### src/rtl/mips_pkg.sv
// Shared encodings for the MIPS memory stage: access sizes, write-back control
// bit positions and the bus FSM states.
package mips_pkg;

    localparam logic [1:0] SZ_WORD = 2'b00;
    localparam logic [1:0] SZ_HALF = 2'b01;
    localparam logic [1:0] SZ_BYTE = 2'b10;

    localparam int WBI_REGWRITE = 1;
    localparam int WBI_MEMTOREG = 0;

    typedef enum logic {
        ST_IDLE = 1'b0,
        ST_WAIT = 1'b1
    } mem_state_t;

    // Size encoding 2'b11 is handled like a word.
    function automatic logic is_misaligned(input logic [1:0] size, input logic [1:0] addr_lo);
        case (size)
            SZ_BYTE: return 1'b0;
            SZ_HALF: return addr_lo[0];
            default: return (addr_lo != 2'b00);
        endcase
    endfunction

endpackage

### src/rtl/mem_lane_align.sv
// Combinational lane steering: replicates store data across the bus with byte
// enables, and pulls the addressed byte/halfword out of read data with sign extension.
module mem_lane_align
    import mips_pkg::*;
(
    input  logic [1:0]  size,
    input  logic [1:0]  addr_lo,
    input  logic [31:0] store_data,
    input  logic [31:0] rdata,
    output logic [31:0] wdata,
    output logic [3:0]  be,
    output logic [31:0] load_data
);

    logic [7:0]  rbyte [4];
    logic [7:0]  sel_byte;
    logic [15:0] sel_half;

    genvar gi;
    generate
        for (gi = 0; gi < 4; gi++) begin : g_rbyte
            assign rbyte[gi] = rdata[8*gi +: 8];
        end
    endgenerate

    assign sel_byte = rbyte[addr_lo];
    assign sel_half = addr_lo[1] ? rdata[31:16] : rdata[15:0];

    always_comb begin
        wdata     = store_data;
        be        = 4'b1111;
        load_data = rdata;
        case (size)
            SZ_BYTE: begin
                wdata     = {4{store_data[7:0]}};
                be        = 4'b0001 << addr_lo;
                load_data = {{24{sel_byte[7]}}, sel_byte};
            end
            SZ_HALF: begin
                wdata     = {2{store_data[15:0]}};
                be        = addr_lo[1] ? 4'b1100 : 4'b0011;
                load_data = {{16{sel_half[15]}}, sel_half};
            end
            default: ;
        endcase
    end

endmodule

### src/rtl/stage_mem.sv
// MIPS memory stage: req/ack data-bus master with stall and timeout, lane
// steering, and the MEM/WB pipeline register.
module stage_mem
    import mips_pkg::*;
#(
    parameter int ADDR_W  = 32,
    parameter int TIMEOUT = 15
) (
    input  logic              clock,
    input  logic              reset,
    input  logic              nop_in,
    input  logic [1:0]        wbi,
    input  logic              M,
    input  logic [1:0]        memdatasize,
    input  logic [4:0]        regaddr,
    input  logic [31:0]       alu_out,
    input  logic [31:0]       data_b,
    output logic              dmem_req,
    output logic              dmem_we,
    output logic [3:0]        dmem_be,
    output logic [ADDR_W-1:0] dmem_addr,
    output logic [31:0]       dmem_wdata,
    input  logic [31:0]       dmem_rdata,
    input  logic              dmem_ack,
    output logic              mem_stall,
    output logic [31:0]       fwd_data,
    output logic              wb_regwrite,
    output logic [4:0]        wb_regaddr,
    output logic [31:0]       wb_result,
    output logic              wb_nop,
    output logic              align_err,
    output logic              bus_err
);

    localparam int CNT_W = (TIMEOUT < 2) ? 1 : $clog2(TIMEOUT + 1);
    localparam logic [CNT_W-1:0] CNT_LIMIT = CNT_W'(TIMEOUT);

    mem_state_t        state_reg, state_next;
    logic [CNT_W-1:0]  cnt_reg, cnt_next;

    logic [ADDR_W-1:0] cap_addr_reg;
    logic [1:0]        cap_size_reg;
    logic              cap_we_reg;
    logic [31:0]       cap_data_reg;
    logic [4:0]        cap_regaddr_reg;
    logic [1:0]        cap_wbi_reg;

    logic              in_wait, access, live_mis, timed_out, req_raw, done, is_load;
    logic [ADDR_W-1:0] sel_addr;
    logic [1:0]        sel_size, sel_wbi;
    logic              sel_we;
    logic [31:0]       sel_data;
    logic [4:0]        sel_regaddr;
    logic [31:0]       lane_wdata, lane_load;
    logic [3:0]        lane_be;

    logic              wb_nop_next, wb_regwrite_next;
    logic [4:0]        wb_regaddr_next;
    logic [31:0]       wb_result_next;

    assign in_wait   = (state_reg == ST_WAIT);
    assign access    = !nop_in && (M || wbi[WBI_MEMTOREG]);
    assign live_mis  = is_misaligned(memdatasize, alu_out[1:0]);
    assign timed_out = in_wait && (TIMEOUT != 0) && (cnt_reg == CNT_LIMIT);

    // While waiting, the bus and the completing instruction come only from the captured copy.
    assign sel_addr    = in_wait ? cap_addr_reg    : alu_out[ADDR_W-1:0];
    assign sel_size    = in_wait ? cap_size_reg    : memdatasize;
    assign sel_we      = in_wait ? cap_we_reg      : M;
    assign sel_data    = in_wait ? cap_data_reg    : data_b;
    assign sel_regaddr = in_wait ? cap_regaddr_reg : regaddr;
    assign sel_wbi     = in_wait ? cap_wbi_reg     : wbi;

    mem_lane_align u_lane_align (
        .size       (sel_size),
        .addr_lo    (sel_addr[1:0]),
        .store_data (sel_data),
        .rdata      (dmem_rdata),
        .wdata      (lane_wdata),
        .be         (lane_be),
        .load_data  (lane_load)
    );

    // The timeout cycle itself drops req, so a late ack there is never seen.
    assign req_raw    = in_wait ? !timed_out : (access && !live_mis);
    assign dmem_req   = req_raw && !reset;
    assign dmem_we    = sel_we;
    assign dmem_be    = lane_be;
    assign dmem_addr  = {sel_addr[ADDR_W-1:2], 2'b00};
    assign dmem_wdata = lane_wdata;
    assign mem_stall  = dmem_req && !dmem_ack;
    assign done       = dmem_req && dmem_ack;
    assign is_load    = sel_wbi[WBI_MEMTOREG] && !sel_we;
    assign fwd_data   = wb_result;

    always_comb begin
        state_next       = state_reg;
        cnt_next         = cnt_reg;
        wb_nop_next      = 1'b1;
        wb_regwrite_next = 1'b0;
        wb_regaddr_next  = '0;
        wb_result_next   = '0;

        case (state_reg)
            ST_IDLE: begin
                if (mem_stall) begin
                    state_next = ST_WAIT;
                    cnt_next   = CNT_W'(1);
                end
            end
            ST_WAIT: begin
                if (done || timed_out) begin
                    state_next = ST_IDLE;
                    cnt_next   = '0;
                end else begin
                    cnt_next = cnt_reg + CNT_W'(1);
                end
            end
            default: state_next = ST_IDLE;
        endcase

        if (done) begin
            wb_nop_next      = 1'b0;
            wb_regwrite_next = sel_wbi[WBI_REGWRITE];
            wb_regaddr_next  = sel_regaddr;
            wb_result_next   = is_load ? lane_load : alu_out_or_cap();
        end else if (!in_wait && !nop_in && !access) begin
            wb_nop_next      = 1'b0;
            wb_regwrite_next = wbi[WBI_REGWRITE];
            wb_regaddr_next  = regaddr;
            wb_result_next   = alu_out;
        end
    end

    // A store/non-load completing from WAIT reports its captured address as its result.
    function automatic logic [31:0] alu_out_or_cap();
        logic [31:0] r;
        r = alu_out;
        if (in_wait) begin
            r = '0;
            r[ADDR_W-1:0] = cap_addr_reg;
        end
        return r;
    endfunction

    always_ff @(posedge clock) begin
        if (reset) begin
            state_reg   <= ST_IDLE;
            cnt_reg     <= '0;
            wb_nop      <= 1'b1;
            wb_regwrite <= 1'b0;
            wb_regaddr  <= '0;
            wb_result   <= '0;
            align_err   <= 1'b0;
            bus_err     <= 1'b0;
        end else begin
            state_reg   <= state_next;
            cnt_reg     <= cnt_next;
            wb_nop      <= wb_nop_next;
            wb_regwrite <= wb_regwrite_next;
            wb_regaddr  <= wb_regaddr_next;
            wb_result   <= wb_result_next;
            align_err   <= !in_wait && access && live_mis;
            bus_err     <= timed_out;
        end
    end

    always_ff @(posedge clock) begin
        if (!in_wait && mem_stall) begin
            cap_addr_reg    <= alu_out[ADDR_W-1:0];
            cap_size_reg    <= memdatasize;
            cap_we_reg      <= M;
            cap_data_reg    <= data_b;
            cap_regaddr_reg <= regaddr;
            cap_wbi_reg     <= wbi;
        end
    end

endmodule

### config.mk
export PLATFORM = sky130hd
export DESIGN_NAME = stage_mem
export DESIGN_NICKNAME = d
export VERILOG_FILES = /design/src/rtl/mips_pkg.sv /design/src/rtl/mem_lane_align.sv /design/src/rtl/stage_mem.sv
export SDC_FILE = /design/constraint.sdc
export NUM_CORES = 1
export LEC_CHECK = 0
export ABC_AREA = 1
export CAP_MARGIN = 20
export CELL_PAD_IN_SITES_DETAIL_PLACEMENT = 1
export CELL_PAD_IN_SITES_GLOBAL_PLACEMENT = 2
export CORE_MARGIN = 4
export CORE_UTILIZATION = 26
export CTS_CLUSTER_DIAMETER = 80
export CTS_CLUSTER_SIZE = 24
export DETAILED_ROUTE_END_ITERATION = 8
export PLACE_DENSITY_LB_ADDON = 0.1
export SYNTH_ARGS = -nofsm -noshare
export SYNTH_HDL_FRONTEND = slang
export SYNTH_HIERARCHICAL = 1
export SYNTH_SLANG_ARGS = --single-unit
### constraint.sdc
create_clock -name clock -period 4.6 [get_ports clock]
set_clock_uncertainty 0.2 [all_clocks]
set_input_delay 0.69 -clock clock [delete_from_list [all_inputs] [get_ports clock]]
set_output_delay 0.69 -clock clock [all_outputs]
set_load 0.01 [all_outputs]
==> impl_metrics.ini <==
[synthesis]
synth-simple-area-share = 0.293
synth_edf_count = 74
synthXorXnorAreaFrac = 0.00124
synth_ff_type = edfxtp_1
syn_inst = 970
ys_types = 28
synth_compound_area_frac = 0.0982
netlist_area_sq_um = 7060
seq_area_frac_synth = 0.445
synth_top_family_by_area = simple AND/OR/NAND/NOR gates
synth_adder_area_share = 0.00887
ys.warnings.count = 6
ys_seq_elements = 120
muxShareOfSynthArea = 0
synthArstFlopShare = 0
syn_area_per_cell_sq_um = 7.27

[pwr]
irDropWorstVdd_mv = 0.164
p_leak_uw = 0.00412
p_per_area_nw_per_um2 = 325

[placed_design]
dp.cells = 1452
portBuffers = 251
gp_congestion = 0.779
dp_hpwl_um = 18300

[timing]
clock.fmax_mhz = 237
fin_crit_sh = 0.919
setup_viol = 0
hold_violations = 0
rsz0062_at_grt = no
period_needed_ps = 4230
setup_tns_ps = 0
worst_pin_slew_ps = 998
drv_slew = 0
relSlewSlack = 0.333
fin_hold_ws_ps = 323

[drt]
drc = 0
drtPass1Iterations = 4
routed_wl_um = 25600
ant_nets = 0
drtIter0Drc = 264
detail_route.wl_per_cell_um = 17.2
vias = 6621
vias_per_cell = 4.46

[setup_path]
end_kind = output pin
r2r-end = fwd_data[16]$_SDFF_PP0_
reg2reg_slack_ps = 1720
start_kind = input port
r2r-start = in_wait$_SDFF_PP0_
reg2regPathDepth = 17
worst-setup-path-type = in -> out
cp.required_ps = 3710
cp.arrival_ps = 3340
critPathLaunch = memdatasize[1]
worstPathMaxFanout = 10

[worst_hold_path]
hp-class = reg -> reg
worstHoldEndpoint = cnt_reg[3]$_SDFFE_PP0P_
hold_depth = 2
worstHoldStart = cnt_reg[3]$_SDFFE_PP0P_

[floorplan]
initial_core_util = 0.263
core_sq_um = 26800
rows = 60
fp.dieW_um = 173
die_y_um = 173
die-area_sq_um = 29800
ios = 254

[grt]
grt_use_total = 0.172
grt_max_degree = 69
gr-total-overflow = 0
grt_pass1_wl_um = 40800
antenna_found_initial = 3
grt_pass1_vias = 6980

[clock_tree]
clk_latency_ps = 430
post_cts.repair.setup_buffers = 0
path_clk_slew_ps = 60
postCtsHoldBufs = 0
ctsRootBufferMaster = clkbuf_16
cts_tree = done
cts-buffers-inserted = 17
cts_resized = 0
clk_path_buf_depth = 2
htree_num_levels = 4
clock-sinks = 120

[cells_and_area]
fin_cells = 1485
utilization = 0.368
areaGrowthSynthToFinish_pct = 39.7
layout-drive-gt1-share = 0.0534
final_nets = 1245

[flow_run]
drv_cap = 0

[run_status]
status = finished clean
-- worst max-delay path by stage --
stage | endpoint
final | dmem_wdata[28]
after global routing | dmem_wdata[28]
after CTS | dmem_wdata[28]
after detailed placement | dmem_wdata[28]
after global placement | dmem_wdata[28]
after floorplan | cap_addr_reg[0]$_DFFE_PP_
-- cell type report --
type | count | area, sq um
Sequential cell | 120 | 3150
Clock buffer | 20 | 478
Antenna cell | 1 | 2.50
Inverter | 65 | 248
Clock inverter | 12 | 88.8
Fill cell | 3242 | 16900
Multi-Input combinational cell | 662 | 2850
Timing Repair Buffer | 264 | 2620
Tap cell | 341 | 427
-- cell usage after synthesis, types with 2 or more instances --
| master | count | area share |
|---|---|---|
| a21boi_0 | 7 | 0.0074 |
| a21oi_1 | 52 | 0.037 |
| buf_2 | 15 | 0.011 |
| buf_4 | 75 | 0.080 |
| buf_6 | 9 | 0.014 |
| clkbuf_1 | 24 | 0.013 |
| dfxtp_1 | 46 | 0.13 |
| edfxtp_1 | 74 | 0.31 |
| ha_1 | 5 | 0.0089 |
| inv_1 | 61 | 0.032 |
| inv_2 | 3 | 0.0016 |
| nand2_1 | 342 | 0.18 |
| nand2_2 | 2 | 0.0018 |
| nand2_4 | 3 | 0.0048 |
| nand3_1 | 48 | 0.034 |
| nand4_1 | 4 | 0.0035 |
| nor2_1 | 122 | 0.065 |
| o21ai_0 | 68 | 0.048 |
-- per-stage QoR --
step / area [sq um] / total power (uW) / setup slack (ps)
6_report: 9860 / 3210 / 373
5_1_grt: 9850 / 3380 / 185
4_1_cts: 9850 / 3270 / 75.8
3_5_place_dp: 9290 / 1940 / 63.1
3_3_place_gp: 9290 / 1940 / 159
2_1_floorplan: 7060 / 1600 / 1200
-- logic make-up (layout without fill, tap and decap cells) --
kind of cell,count (synthesis),count (layout)
compound gates,131,131
flops,120,120
fa+ha+maj,5,5
other cells,1,3
simple gates,523,523
xor+xnor,1,1
buf+inv,189,361
-- placed cells by master, fill, tap and decap left out, types with 2 or more instances in the layout --
| cell | instances |
|---|---|
| nor2_1 | 121 |
| nand2_4 | 3 |
| ha_1 | 4 |
| clkinv_2 | 3 |
| inv_1 | 60 |
| nand3_1 | 47 |
| dfxtp_1 | 45 |
| nand2_2 | 3 |
| edfxtp_1 | 74 |
| buf_4 | 12 |
| clkdlybuf4s50_1 | 250 |
| nand2_1 | 341 |
| a21boi_0 | 7 |
| o21ai_0 | 68 |
| nand4_1 | 4 |
| conb_1 | 2 |
| inv_6 | 4 |
| clkbuf_16 | 18 |
| inv_4 | 2 |
| clkbuf_8 | 2 |
| inv_2 | 3 |
| clkinv_4 | 3 |
| a21oi_1 | 52 |
-- power breakdown --
part	total, uW	internal, uW	switching (uW)
clock	1300	756	549
combinational	724	330	394
sequential	1180	1170	9.85
-- critical path: stages --
cell and delay (ps):
clkdlybuf4s50_1 480, inv_1 60, o21ai_0 300, ha_2 430
nor2_2 470, a21oi_1 220, nand2_1 110, clkdlybuf4s50_1 560
-- layer usage --
metal	track usage	vias to the layer above	wire length (um)
met4	0.0333	6	222
met3	0.0492	21	1530
met5	0	-	40
li1	-	3340	-
met1	0.222	3094	11600
met2	0.290	160	12300
Power figures use the tool's default switching activity.
